`config.mk`:
```
export PLATFORM = sky130hd
export DESIGN_NAME = fp_addsub_normalize_pipe_flat
export DESIGN_NICKNAME = d
export VERILOG_FILES = /design/src/rtl/fp_addsub_normalize_pipe_if.sv /design/src/rtl/fp_addsub_normalize_pipe.sv /design/src/flat_wrapper.sv
export SDC_FILE = /design/constraint.sdc
export NUM_CORES = 1
export LEC_CHECK = 0
export BUFFER_PORTS_ARGS = -buffer_cell sky130_fd_sc_hd__clkbuf_2
export CAP_MARGIN = 5
export CORE_AREA = 2 2 134 136
export DETAILED_ROUTE_END_ITERATION = 16
export DIE_AREA = 0 0 136 138
export MAX_ROUTING_LAYER = met4
export RECOVER_POWER = 25
export SETUP_SLACK_MARGIN = 0.05
export SYNTH_ARGS = -nofsm -noshare
export SYNTH_HDL_FRONTEND = slang
export SYNTH_SLANG_ARGS = --single-unit
```
`constraint.sdc`:
```
create_clock -name clk -period 3.22 [get_ports clk]
set_input_delay 0.483 -clock clk [delete_from_list [all_inputs] [get_ports clk]]
set_output_delay 0.483 -clock clk [all_outputs]
set_load 0.02 [all_outputs]
```
`src/rtl/fp_addsub_normalize_pipe_if.sv`:
```
`default_nettype none
// ============================================================================
// Module   : fp_addsub_normalize_pipe_if
// Purpose  : Handshake and data bundle for the FP add/sub normalisation stage.
//            It carries the execute-stage beat in and the rounding-stage beat out.
//            master = upstream/downstream environment, slave = the stage itself.
// Revision : 1.0 - initial release
// ============================================================================
interface fp_addsub_normalize_pipe_if #(
  parameter int EW = 8,
  parameter int FW = 23
);
  // Upstream side
  logic          InValid;
  logic          InReady;
  logic [FW+2:0] Sum;
  logic          PSgn;
  logic          Opr;
  logic [EW-1:0] Emax;
  logic          G;
  logic          PS;
  // Downstream side
  logic          OutValid;
  logic          OutReady;
  logic [FW-1:0] NormF;
  logic [EW-1:0] NormE;
  logic          Sgn;
  logic          Grd;
  logic          Stk;
  logic          ZeroRes;
  logic          Ovf;
  logic          Unf;

  modport master (
    output InValid, Sum, PSgn, Opr, Emax, G, PS, OutReady,
    input  InReady, OutValid, NormF, NormE, Sgn, Grd, Stk, ZeroRes, Ovf, Unf
  );

  modport slave (
    input  InValid, Sum, PSgn, Opr, Emax, G, PS, OutReady,
    output InReady, OutValid, NormF, NormE, Sgn, Grd, Stk, ZeroRes, Ovf, Unf
  );
endinterface
`default_nettype wire

```
`src/rtl/fp_addsub_normalize_pipe.sv`:
```
`default_nettype none
// ============================================================================
// Module   : fp_addsub_normalize_pipe
// Purpose  : Two-stage normalisation after the FP add/sub mantissa adder.
//            S1 registers the beat and leading-one detects the sum.
//            S2 shifts, adjusts the exponent and raises zero/ovf/unf flags.
// Revision : 1.0 - initial release
// ============================================================================
module fp_addsub_normalize_pipe #(
  parameter int EW = 8,
  parameter int FW = 23
) (
  input  logic clk,
  input  logic rst,
  fp_addsub_normalize_pipe_if.slave io
);

  // Shift amount reaches FW+2 when only the guard bit is left.
  localparam int DW = $clog2(FW + 3);
  localparam int CW = (EW > DW) ? EW : DW;
  localparam int WW = FW + 2;

  // ---------------- handshake ----------------
  logic s1v_q;
  logic s2v_q;
  logic s1_rdy;
  logic s2_rdy;
  logic acc;

  assign s2_rdy      = ~s2v_q | io.OutReady;
  assign s1_rdy      = ~s1v_q | s2_rdy;
  assign acc         = io.InValid & s1_rdy;
  assign io.InReady  = s1_rdy;
  assign io.OutValid = s2v_q;

  // ---------------- S1 combinational ----------------
  logic [FW+2:0] v_d;
  logic [DW-1:0] dsh_d;

  // Subtraction never produces a carry, so the carry column is masked off.
  assign v_d = io.Opr ? {1'b0, io.Sum[FW+1:0]} : io.Sum;

  // Leading-one detect on V[FW+1:0]; an all-zero field yields FW+2 so the
  // guard bit alone would be shifted into the hidden position.
  always_comb begin
    dsh_d = DW'(FW + 2);
    for (int i = 0; i <= FW + 1; i++) begin
      if (v_d[i]) dsh_d = DW'(FW + 1 - i);
    end
  end

  // ---------------- S1 registers ----------------
  logic [FW+2:0] v_q;
  logic [DW-1:0] dsh_q;
  logic          psgn_q;
  logic          opr_q;
  logic [EW-1:0] emax_q;
  logic          g_q;
  logic          ps_q;

  // Capture an accepted beat; valid follows whenever S1 may advance.
  always_ff @(posedge clk or posedge rst) begin
    if (rst) begin
      s1v_q  <= 1'b0;
      v_q    <= '0;
      dsh_q  <= '0;
      psgn_q <= 1'b0;
      opr_q  <= 1'b0;
      emax_q <= '0;
      g_q    <= 1'b0;
      ps_q   <= 1'b0;
    end else begin
      if (s1_rdy) s1v_q <= io.InValid;
      if (acc) begin
        v_q    <= v_d;
        dsh_q  <= dsh_d;
        psgn_q <= io.PSgn;
        opr_q  <= io.Opr;
        emax_q <= io.Emax;
        g_q    <= io.G;
        ps_q   <= io.PS;
      end
    end
  end

  // ---------------- S2 combinational ----------------
  logic [EW-1:0] einc;
  logic [WW-1:0] wsh;
  logic [CW-1:0] d_ext;
  logic [CW-1:0] e_ext;
  logic [FW-1:0] normf_d;
  logic [EW-1:0] norme_d;
  logic          sgn_d;
  logic          grd_d;
  logic          stk_d;
  logic          zero_d;
  logic          ovf_d;
  logic          unf_d;

  assign einc  = emax_q + EW'(1);
  assign d_ext = CW'(dsh_q);
  assign e_ext = CW'(emax_q);
  // Hidden bit lands in the dropped MSB, so only the lower FW+2 bits are kept.
  assign wsh   = WW'({v_q[FW+1:0], g_q} << dsh_q);

  // Classify the beat (carry / zero / underflow / normal) and build outputs.
  always_comb begin
    normf_d = '0;
    norme_d = '0;
    sgn_d   = psgn_q;
    grd_d   = 1'b0;
    stk_d   = 1'b0;
    zero_d  = 1'b0;
    ovf_d   = 1'b0;
    unf_d   = 1'b0;
    if (v_q[FW+2] && !opr_q) begin
      norme_d = einc;
      if (&einc) begin
        ovf_d = 1'b1;
      end else begin
        normf_d = v_q[FW+1:2];
        grd_d   = v_q[1];
        stk_d   = v_q[0] | g_q | ps_q;
      end
    end else if ((v_q == '0) && !g_q) begin
      zero_d = 1'b1;
      sgn_d  = opr_q ? 1'b0 : psgn_q;
    end else if (d_ext >= e_ext) begin
      unf_d = 1'b1;
    end else begin
      normf_d = wsh[FW+1:2];
      grd_d   = wsh[1];
      stk_d   = wsh[0] | ps_q;
      norme_d = EW'(e_ext - d_ext);
    end
  end

  // ---------------- S2 registers ----------------
  logic [FW-1:0] normf_q;
  logic [EW-1:0] norme_q;
  logic          sgn_q;
  logic          grd_q;
  logic          stk_q;
  logic          zero_q;
  logic          ovf_q;
  logic          unf_q;

  // Load S2 only when it advances so outputs hold steady under backpressure.
  always_ff @(posedge clk or posedge rst) begin
    if (rst) begin
      s2v_q   <= 1'b0;
      normf_q <= '0;
      norme_q <= '0;
      sgn_q   <= 1'b0;
      grd_q   <= 1'b0;
      stk_q   <= 1'b0;
      zero_q  <= 1'b0;
      ovf_q   <= 1'b0;
      unf_q   <= 1'b0;
    end else if (s2_rdy) begin
      s2v_q <= s1v_q;
      if (s1v_q) begin
        normf_q <= normf_d;
        norme_q <= norme_d;
        sgn_q   <= sgn_d;
        grd_q   <= grd_d;
        stk_q   <= stk_d;
        zero_q  <= zero_d;
        ovf_q   <= ovf_d;
        unf_q   <= unf_d;
      end
    end
  end

  assign io.NormF   = normf_q;
  assign io.NormE   = norme_q;
  assign io.Sgn     = sgn_q;
  assign io.Grd     = grd_q;
  assign io.Stk     = stk_q;
  assign io.ZeroRes = zero_q;
  assign io.Ovf     = ovf_q;
  assign io.Unf     = unf_q;

endmodule
`default_nettype wire

```
`src/flat_wrapper.sv`:
```
// flat-port wrapper written by rule: the top's interface ports become plain ports
module fp_addsub_normalize_pipe_flat 
#(
  parameter int EW = 8,
  parameter int FW = 23
)
  (clk, rst, io_InValid, io_Sum, io_PSgn, io_Opr, io_Emax, io_G, io_PS, io_OutReady, io_InReady, io_OutValid, io_NormF, io_NormE, io_Sgn, io_Grd, io_Stk, io_ZeroRes, io_Ovf, io_Unf);
  fp_addsub_normalize_pipe_if #(.EW(EW), .FW(FW)) io_i ();
  input  logic clk;
  input  logic rst;
  input wire logic [$bits(io_i.InValid)-1:0] io_InValid;
  input wire logic [$bits(io_i.Sum)-1:0] io_Sum;
  input wire logic [$bits(io_i.PSgn)-1:0] io_PSgn;
  input wire logic [$bits(io_i.Opr)-1:0] io_Opr;
  input wire logic [$bits(io_i.Emax)-1:0] io_Emax;
  input wire logic [$bits(io_i.G)-1:0] io_G;
  input wire logic [$bits(io_i.PS)-1:0] io_PS;
  input wire logic [$bits(io_i.OutReady)-1:0] io_OutReady;
  output wire logic [$bits(io_i.InReady)-1:0] io_InReady;
  output wire logic [$bits(io_i.OutValid)-1:0] io_OutValid;
  output wire logic [$bits(io_i.NormF)-1:0] io_NormF;
  output wire logic [$bits(io_i.NormE)-1:0] io_NormE;
  output wire logic [$bits(io_i.Sgn)-1:0] io_Sgn;
  output wire logic [$bits(io_i.Grd)-1:0] io_Grd;
  output wire logic [$bits(io_i.Stk)-1:0] io_Stk;
  output wire logic [$bits(io_i.ZeroRes)-1:0] io_ZeroRes;
  output wire logic [$bits(io_i.Ovf)-1:0] io_Ovf;
  output wire logic [$bits(io_i.Unf)-1:0] io_Unf;
  assign io_i.InValid = io_InValid;
  assign io_i.Sum = io_Sum;
  assign io_i.PSgn = io_PSgn;
  assign io_i.Opr = io_Opr;
  assign io_i.Emax = io_Emax;
  assign io_i.G = io_G;
  assign io_i.PS = io_PS;
  assign io_i.OutReady = io_OutReady;
  assign io_InReady = io_i.InReady;
  assign io_OutValid = io_i.OutValid;
  assign io_NormF = io_i.NormF;
  assign io_NormE = io_i.NormE;
  assign io_Sgn = io_i.Sgn;
  assign io_Grd = io_i.Grd;
  assign io_Stk = io_i.Stk;
  assign io_ZeroRes = io_i.ZeroRes;
  assign io_Ovf = io_i.Ovf;
  assign io_Unf = io_i.Unf;
  fp_addsub_normalize_pipe #(.EW(EW), .FW(FW)) u_core (.clk(clk), .rst(rst), .io(io_i));
endmodule
```
==> results <==
- The worst hold path was traced through 2 stages.
- In the post-synthesis netlist, the biggest area contributors are sky130_fd_sc_hd__dfrtp_1 (40%), sky130_fd_sc_hd__mux2_2 (11%), sky130_fd_sc_hd__a221o_1 (4.9%).
- After the last flow step, the layout net total stands at approximately 650.
- The number of buffers inserted for hold repair after clock tree synthesis is 0.
- The area of the core region is 0.0175 sq mm.
- Counting the buffers created by CTS gives 9.
- The critical path data required time is 3.44 ns.
- The count of unique library cells instantiated by Yosys is between 50 and 60.
- After detailed routing, the average wire length per cell comes to 18.7 microns.
- The commonest cells after synthesis are sky130_fd_sc_hd__dfrtp_1 (82), sky130_fd_sc_hd__mux2_2 (48), sky130_fd_sc_hd__nand2_1 (48).
- The cell at the root of the clock tree is sky130_fd_sc_hd__clkbuf_16.
- The transition at the pin with the smallest max-transition slack is 2.23 ns.
- The most common cell in the synthesized netlist is sky130_fd_sc_hd__dfrtp_1.
- The initial antenna violation count came to 0.
- IR analysis of the VDD net gives a maximum drop of 0.224 mV.
- The first detailed-routing pass ran for 5 iterations.
- The clock transition at the registers of the reported paths is approximately 0.06 ns.
- The number of gates resized after CTS was 0.
- The die footprint is around 0.019 sq mm.
- The data arrival at the endpoint of the critical path is 3.12 ns.
- The number of H-tree levels is 3.
- The floorplan die width is 136 microns.
- The count of fill cells added during filler insertion is approximately 1800.
- For this configuration, the core starts out at a cell density of 0.290.
- Setup repair after global routing left no endpoint under its margin.
- The power per unit of standard cell area is 630 mW/mm^2.
- The number of global-route vias before repair is 4320.
- The worst path needs 2.89 ns of the cycle, external delays included.
- The worst setup path is captured at a register.
- 0 antenna diodes ended up in the layout.
- The number of nets in the synthesized netlist is 570.
- TritonCTS built the clock tree.
- The largest clock skew in the final design is 0.00580 ns.
- The vertical die dimension is 138 microns.
- For this design, the sink count on the clock tree is 82.
- The area fraction of the dominant cell type after synthesis is 0.404.
- The routed layout has 4485 vias.
- The clock reaches the later pin of the worst-skew pair after 0.34 ns.
- The number of warning messages in the yosys log is 0.
- The worst slew slack as a fraction of its limit is -0.495.
- In this run the critical register-to-register path is captured at u_core.io.NormF[5].
- The number of pins exceeding their max-slew limit in the final report was 50.
- The number of setup buffers added after CTS is 0.
- The post-synthesis instance total is 520.
- The reg-to-reg critical path startpoint is u_core.e_ext[0].
- After floorplanning, the core was divided into 49 placement rows.
- The count of unresolved DRC violations after routing is 0.
- The flow ran to the end, but the final reports show violations.
- The checks that failed: capacitance limit, slew limit.
- The max-cap check violation count is 1.
- The share of layout cells above drive strength 1 is 0.288.
- The class of the most critical setup path is register to register.
- Counting flops with a built-in enable in the synthesized netlist gives 0.
- The cell accounting for the most synthesized area is sky130_fd_sc_hd__dfrtp_1.
- The violation count after the first detailed-route iteration is 336.
- The growth of design area from synthesis to finish is 19.0%.
- The setup TNS is 0 ns.
- The global placer's final weighted congestion is roughly 0.93.
- For flop-to-flop paths, the worst setup slack is 0.33 ns.
- The fraction of registers with async set or reset after synthesis is 1.00.
- In this run the most critical hold path is launched from io_PS.
- Using the TritonRoute via totals, the vias-per-cell ratio works out to 5.41.
- The kind of path behind the tightest hold check is primary input to register.
- The hold violation count in the final report is 0.
- The number of buffers on the longest clock path is 2.
- The largest fanout on the critical path is 15.
- The upper clock frequency limit is around 350 MHz.
- For this run, the register share of the synthesized area comes to 0.404.
- In the finished design, the share of the clock period the worst path needs comes to 0.899.
- Summed over all cells, the static leakage comes to 2.56 nW.
- Port buffering added 80 buffers.
- The placed wire-length estimate is 11.5 mm.
- The netlist area before placement is about 0.005 sq mm.
- Setup violations remaining at the end of the flow were counted as 0.
- The total congestion overflow is 0.
- In the global route stage, overall resource usage came out at 0.171.
- The global-route wire length before repair is 24.7 mm.
- Synthesis inferred 82 register bits.
- Counting cells, the worst reg-to-reg path comes to 10.
- The worst hold path terminates at u_core.ps_q.
- Dividing the synthesized area by the synthesized cell count gives 9.77 sq um.
- In this run the count of I/O pins placed on the die edge is 81.
- For this run, the leading register cell type out of synthesis is sky130_fd_sc_hd__dfrtp_1.
- In this run the remaining antenna-violating nets after routing total 0.
- The routed design has ~15 mm of wire.
- The kind of start point of the critical path is a register.
- Entering global routing, the biggest net connects 52 pins.
- Measured on the finished design, the core utilization comes to 0.345.
-- how the worst max path moves through the flow --
stage | from | end | slack (ns) | depth (start not counted)
2_1_floorplan | u_core.dsh_q[1] | u_core.io.Stk | 0.28 | 12
5_1_grt | u_core.e_ext[0] | u_core.io.NormF[3] | 0.06 | 10
6_report | u_core.e_ext[0] | u_core.io.NormF[5] | 0.33 | 10
4_1_cts | u_core.e_ext[0] | u_core.io.NormF[5] | 0.29 | 10
3_5_place_dp | u_core.e_ext[0] | u_core.io.NormF[5] | 0.31 | 10
3_3_place_gp | u_core.e_ext[0] | u_core.io.NormF[3] | 0.39 | 10
-- power breakdown --
group	internal (W)	leakage, nW	switching, W
logic	0.000550	1.42	0.000745
clock network	0.000622	0.143	0.000411
registers	0.00125	0.997	0.000233
-- sequential cells by signal, summed over array words and instances, names as in the netlist --
| signal | flops |
|---|---|
| u_core.v_q | 26 |
| u_core.io.NormF | 23 |
| u_core.e_ext | 8 |
| u_core.io.NormE | 8 |
| u_core.dsh_q | 5 |
| u_core.g_q | 1 |
| u_core.io.Grd | 1 |
| u_core.io.OutValid | 1 |
| u_core.io.Ovf | 1 |
| u_core.io.Sgn | 1 |
| u_core.io.Stk | 1 |
| u_core.io.Unf | 1 |
| u_core.io.ZeroRes | 1 |
| u_core.opr_q | 1 |
| u_core.ps_q | 1 |
| u_core.psgn_q | 1 |
| u_core.s1v_q | 1 |
-- layout by cell type (no fill, tap or decap), types with 9 or more instances in the layout --
master,count
sky130_fd_sc_hd__a21oi_1,20
sky130_fd_sc_hd__a221o_1,25
sky130_fd_sc_hd__buf_4,11
sky130_fd_sc_hd__clkbuf_16,9
sky130_fd_sc_hd__clkbuf_2,80
sky130_fd_sc_hd__dfrtp_1,82
sky130_fd_sc_hd__inv_1,12
sky130_fd_sc_hd__mux2_2,48
sky130_fd_sc_hd__mux2i_1,14
sky130_fd_sc_hd__nand2_1,47
sky130_fd_sc_hd__nand2b_1,11
sky130_fd_sc_hd__nand3_1,12
sky130_fd_sc_hd__nor2_1,44
sky130_fd_sc_hd__nor3_1,18
sky130_fd_sc_hd__nor4_1,14
sky130_fd_sc_hd__o21ai_0,31
sky130_fd_sc_hd__o22ai_1,14
-- kinds of logic (layout without fill, tap and decap cells) --
logic type | count (synthesis) | after routing | share of synthesized area
buffers and inverters | 45 | 124 | 0.0384
AOI/OAI and AO/OA | 129 | 129 | 0.182
muxes | 69 | 69 | 0.165
xor gates and xnor gates | 12 | 12 | 0.0207
adders and majority gates | 8 | 8 | 0.0212
and+or+nand+nor | 175 | 176 | 0.169
DFF | 82 | 82 | 0.404
-- metrics by stage --
step           std cells  setup slack [ns]  hold WS (ns)  area (sq um)  total power (W)
2_1_floorplan        520             0.278         0.461          5080          0.00233
3_3_place_gp         812             0.387         0.456          5740          0.00278
3_5_place_dp         812             0.309         0.466          5740          0.00279
4_1_cts              828             0.292         0.308          6040          0.00383
5_1_grt              829            0.0616         0.367          6050          0.00402
6_report             829             0.326         0.371          6050          0.00381
-- per-layer routing --
metal | vias up | global-route usage | wire, microns
li1 | 2107 | - | -
met1 | 2189 | 0.257 | 7480
met2 | 171 | 0.239 | 6790
met3 | 18 | 0.0257 | 975
met4 | 0 | 0.0455 | 225
met5 | - | - | 0
-- worst max-delay path, stage by stage, from the launching register on --
cell	delay (ns)
sky130_fd_sc_hd__dfrtp_1	0.45
sky130_fd_sc_hd__inv_1	0.11
sky130_fd_sc_hd__ha_1	0.16
sky130_fd_sc_hd__inv_1	0.05
sky130_fd_sc_hd__fa_1	0.42
sky130_fd_sc_hd__a211oi_1	0.29
sky130_fd_sc_hd__o21ai_1	0.14
sky130_fd_sc_hd__a211oi_1	0.38
sky130_fd_sc_hd__or4_4	0.36
sky130_fd_sc_hd__nor3_2	0.08
sky130_fd_sc_hd__a221o_1	0.33
-- layout make-up --
type | instances | area (sq um) | area share
flip-flops and latches | 82 | 2050 | 0.339
inverters | 15 | 57.6 | 0.00952
multi-input cells | 394 | 2850 | 0.471
clock inverters | 4 | 51.3 | 0.00848
repair buffers | 93 | 507 | 0.0838
clock buffers | 12 | 246 | 0.0408
well taps | 229 | 287 | 0.0474
Power figures use the tool's default switching activity.
